[config.mk]
export PLATFORM = sky130hd
export DESIGN_NAME = flag_unit
export DESIGN_NICKNAME = d
export VERILOG_FILES = /design/src/rtl/arm_pkg.sv /design/src/rtl/flag_unit_cond_eval.sv /design/src/rtl/flag_unit.sv
export SDC_FILE = /design/constraint.sdc
export NUM_CORES = 1
export LEC_CHECK = 0
export ABC_AREA = 1
export BUFFER_PORTS_ARGS = -buffer_cell sky130_fd_sc_hd__buf_2
export CAP_MARGIN = 20
export CORE_AREA = 2 2 39 41
export CTS_BUF_LIST = sky130_fd_sc_hd__clkbuf_16
export DETAILED_ROUTE_END_ITERATION = 10
export DIE_AREA = 0 0 41 43
export HOLD_SLACK_MARGIN = 0.15
export SYNTH_ARGS = -nofsm -noshare
export SYNTH_HDL_FRONTEND = slang
export SYNTH_SLANG_ARGS = --single-unit
[constraint.sdc]
create_clock -name clk -period 1.43 [get_ports clk]
set_clock_uncertainty 0.1 [all_clocks]
set_input_delay 0.143 -clock clk [delete_from_list [all_inputs] [get_ports clk]]
set_output_delay 0.143 -clock clk [all_outputs]
set_load 0.01 [all_outputs]
[src/rtl/arm_pkg.sv]
// Shared ARM status definitions: NZCV layout and condition-field encodings.
// Used by the flag unit and the condition evaluator.
package arm_pkg;

  typedef logic [3:0] nzcv_t;
  typedef logic [3:0] cond_t;

  localparam int unsigned FLAG_N = 3;
  localparam int unsigned FLAG_Z = 2;
  localparam int unsigned FLAG_C = 1;
  localparam int unsigned FLAG_V = 0;

  localparam cond_t COND_EQ = 4'h0;
  localparam cond_t COND_NE = 4'h1;
  localparam cond_t COND_CS = 4'h2;
  localparam cond_t COND_CC = 4'h3;
  localparam cond_t COND_MI = 4'h4;
  localparam cond_t COND_PL = 4'h5;
  localparam cond_t COND_VS = 4'h6;
  localparam cond_t COND_VC = 4'h7;
  localparam cond_t COND_HI = 4'h8;
  localparam cond_t COND_LS = 4'h9;
  localparam cond_t COND_GE = 4'hA;
  localparam cond_t COND_LT = 4'hB;
  localparam cond_t COND_GT = 4'hC;
  localparam cond_t COND_LE = 4'hD;
  localparam cond_t COND_AL = 4'hE;
  localparam cond_t COND_NV = 4'hF;

endpackage

[src/rtl/flag_unit_cond_eval.sv]
// Combinational ARM condition evaluator: cond field + NZCV -> pass.
// Shared with the branch unit.
module cond_eval
  import arm_pkg::*;
(
  input  cond_t i_cond,
  input  nzcv_t i_nzcv,
  output logic  o_pass
);

  logic w_n;
  logic w_z;
  logic w_c;
  logic w_v;

  assign w_n = i_nzcv[FLAG_N];
  assign w_z = i_nzcv[FLAG_Z];
  assign w_c = i_nzcv[FLAG_C];
  assign w_v = i_nzcv[FLAG_V];

  always_comb begin
    o_pass = 1'b0;
    unique case (i_cond)
      COND_EQ: o_pass = w_z;
      COND_NE: o_pass = ~w_z;
      COND_CS: o_pass = w_c;
      COND_CC: o_pass = ~w_c;
      COND_MI: o_pass = w_n;
      COND_PL: o_pass = ~w_n;
      COND_VS: o_pass = w_v;
      COND_VC: o_pass = ~w_v;
      COND_HI: o_pass = w_c & ~w_z;
      COND_LS: o_pass = ~w_c | w_z;
      COND_GE: o_pass = (w_n == w_v);
      COND_LT: o_pass = (w_n != w_v);
      COND_GT: o_pass = ~w_z & (w_n == w_v);
      COND_LE: o_pass = w_z | (w_n != w_v);
      COND_AL: o_pass = 1'b1;
      COND_NV: o_pass = 1'b0;
    endcase
  end

endmodule

[src/rtl/flag_unit.sv]
// NZCV status register, in-flight flag-write tracking and flag-hazard stall.
// Define FLAG_FWD_EN to forward alu_nzcv from the flag-write stage.
module flag_unit
  import arm_pkg::*;
#(
  parameter int PIPE_DEPTH = 1
) (
  input  logic       clk,
  input  logic       rst,
  input  logic       freeze,
  input  logic       id_valid,
  input  logic [3:0] id_cond,
  input  logic       id_s,
  input  logic       id_flush,
  input  logic [3:0] alu_nzcv,
  output logic [3:0] status,
  output logic       cond_pass,
  output logic       flag_hazard
);

  localparam int TOP = PIPE_DEPTH - 1;

  logic [PIPE_DEPTH-1:0] r_pend;
  logic [PIPE_DEPTH-1:0] w_pend_nxt;
  logic [PIPE_DEPTH-1:0] w_pend_vis;
  nzcv_t                 r_status;
  nzcv_t                 w_flags;
  logic                  w_retire;
  logic                  w_issue;
  logic                  w_hazard;
  logic                  w_pass;

  assign w_retire = r_pend[TOP];
  assign w_issue  = id_valid & id_s & ~id_flush & ~w_hazard;

  generate
    if (PIPE_DEPTH == 1) begin : g_d1
      assign w_pend_nxt = w_issue;
    end else begin : g_dn
      assign w_pend_nxt = {r_pend[PIPE_DEPTH-2:0], w_issue};
    end
  endgenerate

`ifdef FLAG_FWD_EN
  // The retiring write is visible via alu_nzcv, so it cannot cause a stall.
  always_comb begin
    w_pend_vis      = r_pend;
    w_pend_vis[TOP] = 1'b0;
  end
  assign w_flags = w_retire ? alu_nzcv : r_status;
`else
  assign w_pend_vis = r_pend;
  assign w_flags    = r_status;
`endif

  assign w_hazard = id_valid & ~id_flush &
                    (id_cond != COND_AL) &
                    (|w_pend_vis);

  cond_eval u_cond_eval (
    .i_cond (id_cond),
    .i_nzcv (w_flags),
    .o_pass (w_pass)
  );

  always_ff @(posedge clk) begin
    if (rst) begin
      r_pend   <= '0;
      r_status <= '0;
    end else if (!freeze) begin
      r_pend <= w_pend_nxt;
      if (w_retire) begin
        r_status <= alu_nzcv;
      end
    end
  end

  assign status      = r_status;
  assign cond_pass   = w_pass;
  assign flag_hazard = w_hazard;

endmodule
## Yosys cells after proc, flatten, opt, wreduce, memory -nomap -nowiden

Index checks and enable logic that the tools add are counted.

- $add $sub $neg: 0
- Multiply operators: 0
- Div/mod/pow operators: 0
- Magnitude comparators: 0
- Eq/ne operators: 18
- Shifts and indexed selects: 0
- Mux-type cells: 1
- Bitwise gates (word level): 17
- Reductions and logical operators: 2

Operators with widths:

| kind | count |
|---|---|
| equality test 4 bit, second input constant | 8 |
| equality test 4 x 3 -> 1 bit, second input constant | 4 |
| case mux 1 bit (16 select lines) | 1 |
| bitwise AND 1 bit | 8 |
| equality test 4 x 2 -> 1 bit, second input constant | 2 |
| inverter 1 bit | 7 |
| equality test 4 x 1 -> 1 bit, second input constant | 1 |
| logical NOT 4 bit | 1 |
| inequality test 4 bit, second input constant | 1 |
| OR 1 bit | 2 |
| AND reduction 2 bit | 1 |
| equality test 1 bit | 1 |
| inequality test 1 bit | 1 |

- Register bits after elaboration: 5
- Latch bits: 0
- Bits in writable memories: 0
- Bits in read-only memories: 0
- Input bits: 14
- Output and inout bits: 6
- Memories kept: 0

## Longest topological paths before layout

Gate-level depths: netlist of run 1.

- Word-level depth: 6
- Mapped depth: 8

## By module

A second synthesis of run 1 with hierarchy kept.

- Cells, all modules: 81
- Area total of the unflattened synthesis: 435.4 um^2

Modules (own cells, without submodules):

| module | times used | cells each | area an instance (um^2) | sequential area each (um^2) |
|---|---|---|---|---|
| flag_unit | 1 | 36 | 230.2 | 100.1 |
| cond_eval | 1 | 45 | 205.2 | 0.0 |

## Worst setup path after synthesis of run 1

OpenSTA, ideal clock, no wires.

- Kind: register to output
- Start point: reg r_status[3] (netlist: status[3])
- End point: out cond_pass
- Arrival: 0.941 ns
- Data required time: 1.187 ns
- Setup slack: 0.246 ns
- Stages on the path, launching flop included: 8
- Path buffers: 0
- Path through: dfxtp_1 -> inv_1 -> nand2_1 -> nand3_1 -> nand3_1 -> nand2_1 -> inv_1 -> nand4_1

- Cells in the longest elaborated chain, start to end: 3
- Elaborated cells between the ends (all ways): 6
- Those cells by class: eq/ne: 2; mux: 1; bitwise: 3

Ends and longest elaborated chain:

| item | line | text |
|---|---|---|
| from (decl) | flag_unit.sv:26 | `nzcv_t r_status;` |
| from (signal assigned) | flag_unit.sv:73 | `r_status <= alu_nzcv;` |
| inequality test 1 bit or equality test 1 bit (tied branches) | n/a |  |
| OR 1 bit or bitwise AND 1 bit (tied branches) | flag_unit_cond_eval.sv:37, flag_unit_cond_eval.sv:36 |  |
| case mux 1 bit (16 select lines) (*) | flag_unit_cond_eval.sv:23 | `unique case (i_cond)` |
| to (decl) | flag_unit.sv:17 | `output logic cond_pass,` |

Mark *: on every way between the ends. The rest lies on a longest branch, timed or not.

## Worst setup path in the final report of run 1

Ends and elaborated chain as after synthesis.

==> run_results.csv, run 1 <==
group,metric,value,unit
yosys,syn_inst,72,
detailed_routing,wl,1200,um
detailed_routing,drc,0,
clock_network,clock_sinks,5,
die,die_area,0.00176,mm2
clock_network,numCtsBuffers,3,
clock_network,cts.clk_slew.worst_paths,0.03,ns
clock_network,clk_latency,0.23,ns
detailed_routing,routed-wl-met3,64,um
pwr,p_per_area,1010,mW/mm2
die,num_rows,14,
detailed_routing,routed.top_layer,"met3",
sta,fin_setup_tns,0,ns
detailed_routing,drt-initial-drc-count,3,
place,preCtsSetupSlack,0.164,ns
yosys,synth_top_area_cell,"dfxtp_1",
die,die_x,41,um
die,die_y,43,um
setup_path,arrival,1.17,ns
yosys,synthArstFlopShare,0,
die,io_pins,20,
detailed_routing,met2_length,652,um
job,maxCapViolations,0,
yosys,synth_common_cells,"21 x nand2_1, 10 x inv_1, 10 x nand3_1, 7 x nor2_1",
die,fp.coreArea,0.00138,mm2
sta,final-setup-viol-count,0,
setup_path,crit_path_start_kind,"flip-flop",
final_layout,nFillCells,131,
pwr,leakage,0.373,nW
yosys,syn_area,398,um2
yosys,ys_ff_latch,5,
place,place_congestion,0.696,
yosys,synth_top_cell_area_share,0.252,
status,status,"completed",
yosys,ys_seq_area_frac,0.252,
final_layout,num-nets-final,119,
final_layout,antennaDiodeCount,0,
worst_hold_path,hold_class,"in -> reg",
detailed_routing,vias,552,
sta,fin_crit,1.42,ns
yosys,yosysWarningCount,0,
global_route,grt.total_usage,0.157,
clock_network,cts_tree,"done",
yosys,synth.distinct_cells,13,
global_route,grt_pass1_wl,1850,um
detailed_routing,ant_nets,0,
global_route,grt_remaining_overflow,0,
clock_network,clockBufferDepth,2,
yosys,synth_edf_count,0,
place,port_buffers,19,
yosys,synth_nets,86,
yosys,avgSynthCellArea,5.53,um2
global_route,grt_max_degree,9,
setup_path,critPathKind,"reg -> out",
sta,fin_ws,0.0127,ns
die,start_util,0.288,
sta,rsz0062_at_grt,"true",
final_layout,drive_above_1_share,0.423,
sta,slew_headroom,0.856,
detailed_routing,wl_per_cell,10.0,um
sta,fin_crit_sh,0.991,
detailed_routing,wl_met1,483,um
final_layout,utilization,0.528,
setup_path,path_max_fanout,4,
yosys,synth_most_common_cell,"nand2_1",
global_route,grt_pass1_vias,499,
place,place_area,513,um2
clock_network,root_buffer,"clkbuf_16",
yosys,synth_ff_type,"dfxtp_1",
place,hpwl,797,um
yosys,ys_top_cells_by_area,"dfxtp_1 25%, nand2_1 20%, nand3_1 13%",
detailed_routing,drt-pass1-iter-count,4,
final_layout,syn_to_final_growth,83.6,%
sta,max_freq,0.706,GHz
global_route,antenna_found_initial,0,
sta,tightestPinTransition,0.215,ns
sta,hold_viol,0,
pwr,ir_worst_vdd,0.671,mV
setup_path,end_kind,"output port",
clock_network,h-tree-depth,1,
sta,finalMaxSlewViolations,0,
final_layout,post-route-cell-area,731,um2
setup_path,cp.required,1.19,ns
detailed_routing,via_per_inst,4.60,
## cell usage in the layout, fill, tap and decap left out, types with 3 or more instances in the layout
cell type	netlist	routed
buf_2	0	19
nand2_1	21	17
inv_1	10	8
dlygate4sd3_1	0	8
nor2_1	7	6
nand3_1	10	6
nand3_2	1	5
o21ai_0	5	5
inv_2	3	4
nand2_2	1	4
a21oi_1	4	4
nand4_1	3	3
clkbuf_16	0	3
## routing by layer
layer,vias up,GRT usage
met5,-,0
met4,0,0.0800
met3,0,0.0314
met2,19,0.259
met1,237,0.177
li1,296,-
## metrics by stage
step	std cells	total power [mW]	hold WS, ns
detailed placement	107	0.260	0.329
CTS	119	0.738	0.184
global placement	107	0.260	0.327
floorplan	72	0.216	0.214
finish	120	0.738	0.213
global route	120	0.773	0.252
## worst max-delay path, cell delays in order (launching register included)
cell     delay (ns)
dfxtp_4        0.36
nand2_2        0.09
nand2_2        0.08
nand2_2        0.05
nand3_2        0.06
nand2_1        0.05
inv_1          0.05
nand4_1        0.07
buf_2          0.14
## power by group
part / internal, mW / switching (mW)
Combinational: 0.0633 / 0.0730
Sequential: 0.146 / 0.00749
Clock: 0.362 / 0.0865
## flip-flops by register name (all words and copies together) (netlist names)
register / flops
status: 4
r_pend: 1
## area by class of cell
cell class | instances | area, um2 | share of cell area
Clock buffer | 3 | 75.1 | 0.103
Timing Repair Buffer | 28 | 183 | 0.250
Inverter | 13 | 53.8 | 0.0736
Clock inverter | 1 | 3.75 | 0.00514
Tap cell | 16 | 20.0 | 0.0274
Sequential cell | 5 | 109 | 0.149
Multi-Input combinational cell | 54 | 287 | 0.392
## path summary, 6_finish.rpt
check | from | to | slack [ns] | cells after the start
max | status[3] | cond_pass | 0.01 | 8
min | id_valid | r_pend | 0.21 | 5
max reg2reg | r_pend | status[2] | 0.44 | 3
min reg2reg | status[0] | status[0] | 0.41 | 2
## cell families after synthesis
| family | synth area share |
|---|---|
| and+or+nand+nor | 0.491 |
| buffers and inverters | 0.123 |
| AOI/OAI and AO/OA | 0.135 |
| DFF | 0.252 |
## timing repair
action / CTS / global route
endpoints found under the setup margin: 1 / 1
hold buffers: 8 / 0
hold endpoints to repair: 5 / 0
resized for setup: 6 / 14
setup buffers: 0 / 1
pin swaps: 0 / 5
No activity file was read; power rests on OpenSTA's default activity.
==> inputs of run 2 (changes only) <==
- BUFFER_PORTS_ARGS: -buffer_cell sky130_fd_sc_hd__buf_2 -> -buffer_cell sky130_fd_sc_hd__clkbuf_2
- SYNTH_HIERARCHICAL: not set -> 1
==> run_results.csv, run 2 <==
group,metric,value,unit
status,violations,"negative setup slack",
final_layout,syn_to_final_growth,72.4,%
setup_path,arrival,1.28,ns
detailed_routing,wl,1170,um
final_layout,layout_commonest_cell,"nand2_1",
place,place_area,551,um2
setup_path,slowest_delay,0.37,ns
setup_path,end_kind,"output port",
pwr,p_per_area,921,mW/mm2
global_route,grt_most_used_layer,"met2",
sta,tightestPinTransition,0.206,ns
worst_hold_path,hold_depth,5,
detailed_routing,drt-initial-drc-count,10,
final_layout,drive_above_1_share,0.420,
sta,fin_ws,-0.0965,ns
clock_network,clk_latency,0.22,ns
sta,slew_headroom,0.862,
die,die_y,43,um
sta,fin_crit,1.53,ns
yosys,synth_top_cell_area_share,0.276,
setup_path,cp_cell_sequence,"inv_2 > nand2_2 > nand3_2 > nand2_1 > nand2_1 > nand2_1 > nand3_2 > nand2_2 > nand3_2 > buf_6",
yosys,synth_top_area_cell,"nand2_1",
yosys,synth_most_common_cell,"nand2_1",
detailed_routing,vias,577,
worst_hold_path,hold_end,"r_pend",
pwr,total_power,0.691,mW
setup_path,cp_num_cells,10,
yosys,synth_edf_count,0,
yosys,synth_common_cells,"32 x nand2_1, 11 x inv_1, 8 x nand3_1, 6 x a21oi_1",
global_route,grt_use_met2,0.269,
die,die_x,41,um
job,maxCapViolations,0,
yosys,synth.distinct_cells,13,
yosys,synthArstFlopShare,0,
final_layout,largest_register_ffs,4,
setup_path,crit_path_start_kind,"flip-flop",
detailed_routing,wl_per_cell,9.14,um
global_route,antenna_found_initial,0,
setup_path,crit_slowest_cell,"dfxtp_4",
global_route,grt_remaining_overflow,0,
final_layout,post-route-cell-area,751,um2
sta,max_freq,0.655,GHz
clock_network,h-tree-depth,1,
die,fp.coreArea,0.00138,mm2
setup_path,rrSetupSlack,0.48,ns
final_layout,antennaDiodeCount,0,
yosys,ys_top_cells_by_area,"nand2_1 28%, dfxtp_1 23%, inv_1 9.5%",
setup_path,critPathBufInv,2,
setup_path,r2r.worst_path.cells,4,
worst_hold_path,hold_start,"id_s",
yosys,ys_ff_latch,5,
place,port_buffers,19,
pwr,ir_worst_vdd,0.726,mV
setup_path,critPathKind,"reg -> out",
place,hpwl,810,um
clock_network,clockBufferDepth,2,
setup_path,crit_family,"simple AND/OR/NAND/NOR gates",
detailed_routing,ant_nets,0,
sta,rsz0062_at_grt,"true",
global_route,grt_pass1_vias,514,
setup_path,path_max_fanout,6,
place,place_congestion,0.740,
die,die_area,0.00176,mm2
die,io_pins,20,
sta,finalMaxSlewViolations,0,
yosys,ys_seq_area_frac,0.230,
setup_path,r2r_start,"r_pend",
setup_path,rr_endpoint,"status[0]",
yosys,avgSynthCellArea,5.38,um2
clock_network,root_buffer,"clkbuf_16",
yosys,synth_nets,95,
global_route,grt.total_usage,0.155,
global_route,grtUsageMet1,0.180,
detailed_routing,drc,0,
status,status,"finished with violations",
detailed_routing,via_per_inst,4.51,
pwr,leakage,0.385,nW
place,preCtsSetupSlack,0.0598,ns
yosys,syn_area,435,um2
detailed_routing,drt-pass1-iter-count,4,
clock_network,clock_sinks,5,
yosys,yosysWarningCount,6,
clock_network,cts_tree,"done",
die,start_util,0.315,
global_route,grt_pass1_wl,1940,um
yosys,syn_inst,81,
yosys,synth_ff_type,"dfxtp_1",
sta,final-setup-viol-count,1,
sta,fin_crit_sh,1.07,
die,num_rows,14,
final_layout,num-nets-final,127,
setup_path,cp.required,1.19,ns
global_route,grt_max_degree,7,
clock_network,numCtsBuffers,3,
global_route,met3_usage,0,
clock_network,cts.clk_slew.worst_paths,0.03,ns
final_layout,layout_common_cells,"27 x nand2_1, 18 x clkbuf_2, 10 x inv_1",
sta,hold_viol,0,
worst_hold_path,hold_class,"in -> reg",
==> run 2: metrics by stage <==
stage	instances	setup TNS, ns	utilization	hold WS [ns]
4_1_cts	128	-0.0655	0.516	0.150
3_5_place_dp	116	0	0.398	0.277
5_1_grt	128	-0.186	0.542	0.233
3_3_place_gp	116	0	0.398	0.276
6_report	128	-0.0965	0.542	0.151
2_1_floorplan	81	0	-	0.112
==> run 2: how the worst max path moves through the flow <==
stage,start,to,slack (ns)
5_1_grt,status[0],cond_pass,-0.19
3_5_place_dp,status[0],cond_pass,0.06
3_3_place_gp,status[0],cond_pass,0.08
4_1_cts,status[0],cond_pass,-0.07
2_1_floorplan,status[0],cond_pass,0.20
6_report,status[0],cond_pass,-0.1
==> run 2: layer usage <==
| layer | vias to the layer above | wire length (um) |
|---|---|---|
| met4 | 0 | 0 |
| met5 | - | 0 |
| met2 | 10 | 638 |
| met1 | 251 | 499 |
| met3 | 0 | 32 |
| li1 | 316 | - |
==> run 2: tightest hold or removal path: stages <==
cell	delay, ns
clkbuf_2	0.08
nand2_1	0.05
nor2_1	0.03
nand2_1	0.06
a21oi_1	0.05
==> run 2: final cells by class <==
type	count	area [um2]
fillers	141	633
multi-input cells	61	307
repair buffers	27	176
flip-flops and latches	5	110
clock buffers	3	75.1
inverters	15	58.8
well taps	16	20.0
clock inverters	1	3.75
==> run 2: repair_timing <==
action                                  4_1_cts  5_1_grt
endpoints found under the hold margin         5        0
setup buffers                                 2        0
endpoints found under the setup margin        1        1
resized for setup                             7       12
pin swaps                                     4        6
hold buffers                                  6        0
cloned                                        0        0
==> run 2: logic make-up (layout without fill, tap and decap cells) <==
family | count (synthesis) | in the layout | share of synthesized area
buffers and inverters | 15 | 46 | 0.129
AOI/OAI and AO/OA | 11 | 11 | 0.138
DFF | 5 | 5 | 0.230
and+or+nand+nor | 50 | 50 | 0.503
==> run 2: power by group <==
part           internal, mW  total, mW  switching (mW)
combinational        0.0520      0.105          0.0533
clock                 0.361      0.445          0.0834
sequential            0.139      0.141         0.00230
total                 0.552      0.691           0.139
==> inputs of run 3 (changes only) <==
- MAX_ROUTING_LAYER: not set -> met4
- PLACE_DENSITY_LB_ADDON: not set -> 0.3
==> run_results.csv, run 3 (same netlist as run 2, synthesis figures left out) <==
group,metric,value,unit
final_layout,num-nets-final,129,
final_layout,syn_to_final_growth,71.8,%
final_layout,layout_commonest_cell,"nand2_1",
detailed_routing,drt-initial-drc-count,3,
status,violations,"negative setup slack",
detailed_routing,routed-wl-met3,52,um
setup_path,critPathKind,"reg -> out",
setup_path,r2r_start,"r_pend",
detailed_routing,wl,1220,um
clock_network,clockBufferDepth,2,
setup_path,crit_path_start_kind,"flip-flop",
setup_path,crit_family,"simple AND/OR/NAND/NOR gates",
place,place_congestion,0.747,
sta,fin_crit_sh,1.06,
pwr,ir_worst_vdd,0.761,mV
die,die_y,43,um
pwr,switchingPower,0.148,mW
sta,slew_headroom,0.879,
job,maxCapViolations,0,
worst_hold_path,hold_start,"id_valid",
detailed_routing,drt-pass1-iter-count,4,
global_route,antenna_found_initial,0,
detailed_routing,vias,590,
clock_network,clk_latency,0.23,ns
clock_network,cts.clk_slew.worst_paths,0.03,ns
die,start_util,0.315,
clock_network,h-tree-depth,1,
place,port_buffers,19,
pwr,combPwrFrac,0.150,
place,preCtsSetupSlack,0.0722,ns
detailed_routing,drc,0,
setup_path,cp.required,1.19,ns
die,fp.coreArea,0.00138,mm2
detailed_routing,routed.top_layer,"met4",
place,hpwl,805,um
detailed_routing,via_per_inst,4.54,
detailed_routing,ant_nets,0,
sta,max_freq,0.662,GHz
setup_path,end_kind,"output port",
clock_network,root_buffer,"clkbuf_16",
setup_path,slowest_delay,0.36,ns
pwr,p_int,0.556,mW
global_route,grt.total_usage,0.172,
detailed_routing,met2_length,663,um
pwr,total_power,0.704,mW
clock_network,cts_tree,"done",
sta,hold_viol,0,
setup_path,cp_common_cell,"nand2_1",
pwr,swShare,0.210,
sta,final-setup-viol-count,1,
global_route,grt_pass1_wl,2050,um
sta,tightestPinTransition,0.181,ns
sta,rsz0062_at_grt,"true",
global_route,grt_remaining_overflow,0,
setup_path,path_max_fanout,6,
final_layout,layout_common_cells,"30 x nand2_1, 18 x clkbuf_2, 10 x inv_1",
clock_network,numCtsBuffers,3,
final_layout,utilization,0.541,
setup_path,arrival,1.27,ns
pwr,p_per_area,940,mW/mm2
die,num_rows,14,
global_route,grt_pass1_vias,549,
die,die_area,0.00176,mm2
final_layout,drive_above_1_share,0.377,
die,io_pins,20,
sta,finalMaxSlewViolations,0,
detailed_routing,wl_met1,485,um
setup_path,crit_start,"status[0]",
setup_path,cp_cell_sequence,"inv_2 > nand2_2 > nand3_1 > nand2_1 > nand2_1 > nand2_1 > nand3_1 > nand2_1 > nand3_2 > buf_6",
sta,fin_crit,1.51,ns
setup_path,crit_slowest_cell,"dfxtp_4",
worst_hold_path,hold_class,"in -> reg",
clock_network,clock_sinks,5,
sta,fin_ws,-0.0804,ns
global_route,grt_max_degree,7,
pwr,p_clk_frac,0.648,
final_layout,largest_register_ffs,4,
die,die_x,41,um
final_layout,antennaDiodeCount,0,
setup_path,critPathBufInv,2,
pwr,seq_power_share,0.202,
pwr,leakage,0.384,nW
status,status,"finished with violations",
detailed_routing,wl_per_cell,9.41,um
==> run 3: changes by cell type in the layout (fill, tap and decap cells not counted), sizes merged <==
cell / previous run / this run
dlygate4sd3: 6 / 7
buf: 3 / 4
==> run 3: worst paths after layout <==
kind / depth (start not counted) / slack, ns / end
worst max register to register: 5 / 0.52 / status[0]
worst max-delay path: 10 / -0.08 / cond_pass
worst min register to register: 2 / 0.37 / r_pend
worst min-delay path: 5 / 0.20 / r_pend
==> run 3: final cells by class <==
class,instances,area (um2)
clock buffers,3,75.1
clock inverters,1,3.75
fillers,138,636
inverters,15,56.3
multi-input cells,61,293
flip-flops and latches,5,106
well taps,16,20.0
repair buffers,29,194
==> run 3: tightest hold or removal path: stages <==
cell and delay [ns]:
clkbuf_2 0.09, nand2_1 0.08, nor2_1 0.05, nand2_1 0.06
a21oi_1 0.06
==> run 3: per-stage QoR <==
stage          hold WS, ns  setup TNS, ns  instances  instance area, um2
5_1_grt              0.246         -0.176        130                 748
4_1_cts              0.186        -0.0652        130                 738
3_3_place_gp         0.275              0        117                 558
2_1_floorplan        0.112              0         81                 435
6_report             0.195        -0.0804        130                 748
3_5_place_dp         0.277              0        117                 558
==> run 3: layer usage <==
| metal | track usage | up-vias |
|---|---|---|
| met4 | 0.100 | 0 |
| met2 | 0.291 | 19 |
| met1 | 0.181 | 252 |
| li1 | - | 316 |
| met3 | 0.0157 | 3 |
| met5 | - | - |
==> run 3: repair_timing <==
action                                 4_1_cts  5_1_grt
gates resized for setup                      8        4
hold buffers                                 7        0
setup endpoints to repair                    1        1
pin swaps                                    3        5
endpoints found under the hold margin        5        0
setup buffers                                2        0
==> run 3: power by group through the flow <==
stage | combinational (mW) | clock, mW | sequential (mW)
2_1_floorplan | 0.0436 | 0 | 0.146
3_3_place_gp | 0.0812 | 0 | 0.146
3_5_place_dp | 0.0807 | 0 | 0.146
4_1_cts | 0.0980 | 0.460 | 0.142
5_1_grt | 0.117 | 0.470 | 0.143
6_report | 0.105 | 0.456 | 0.142
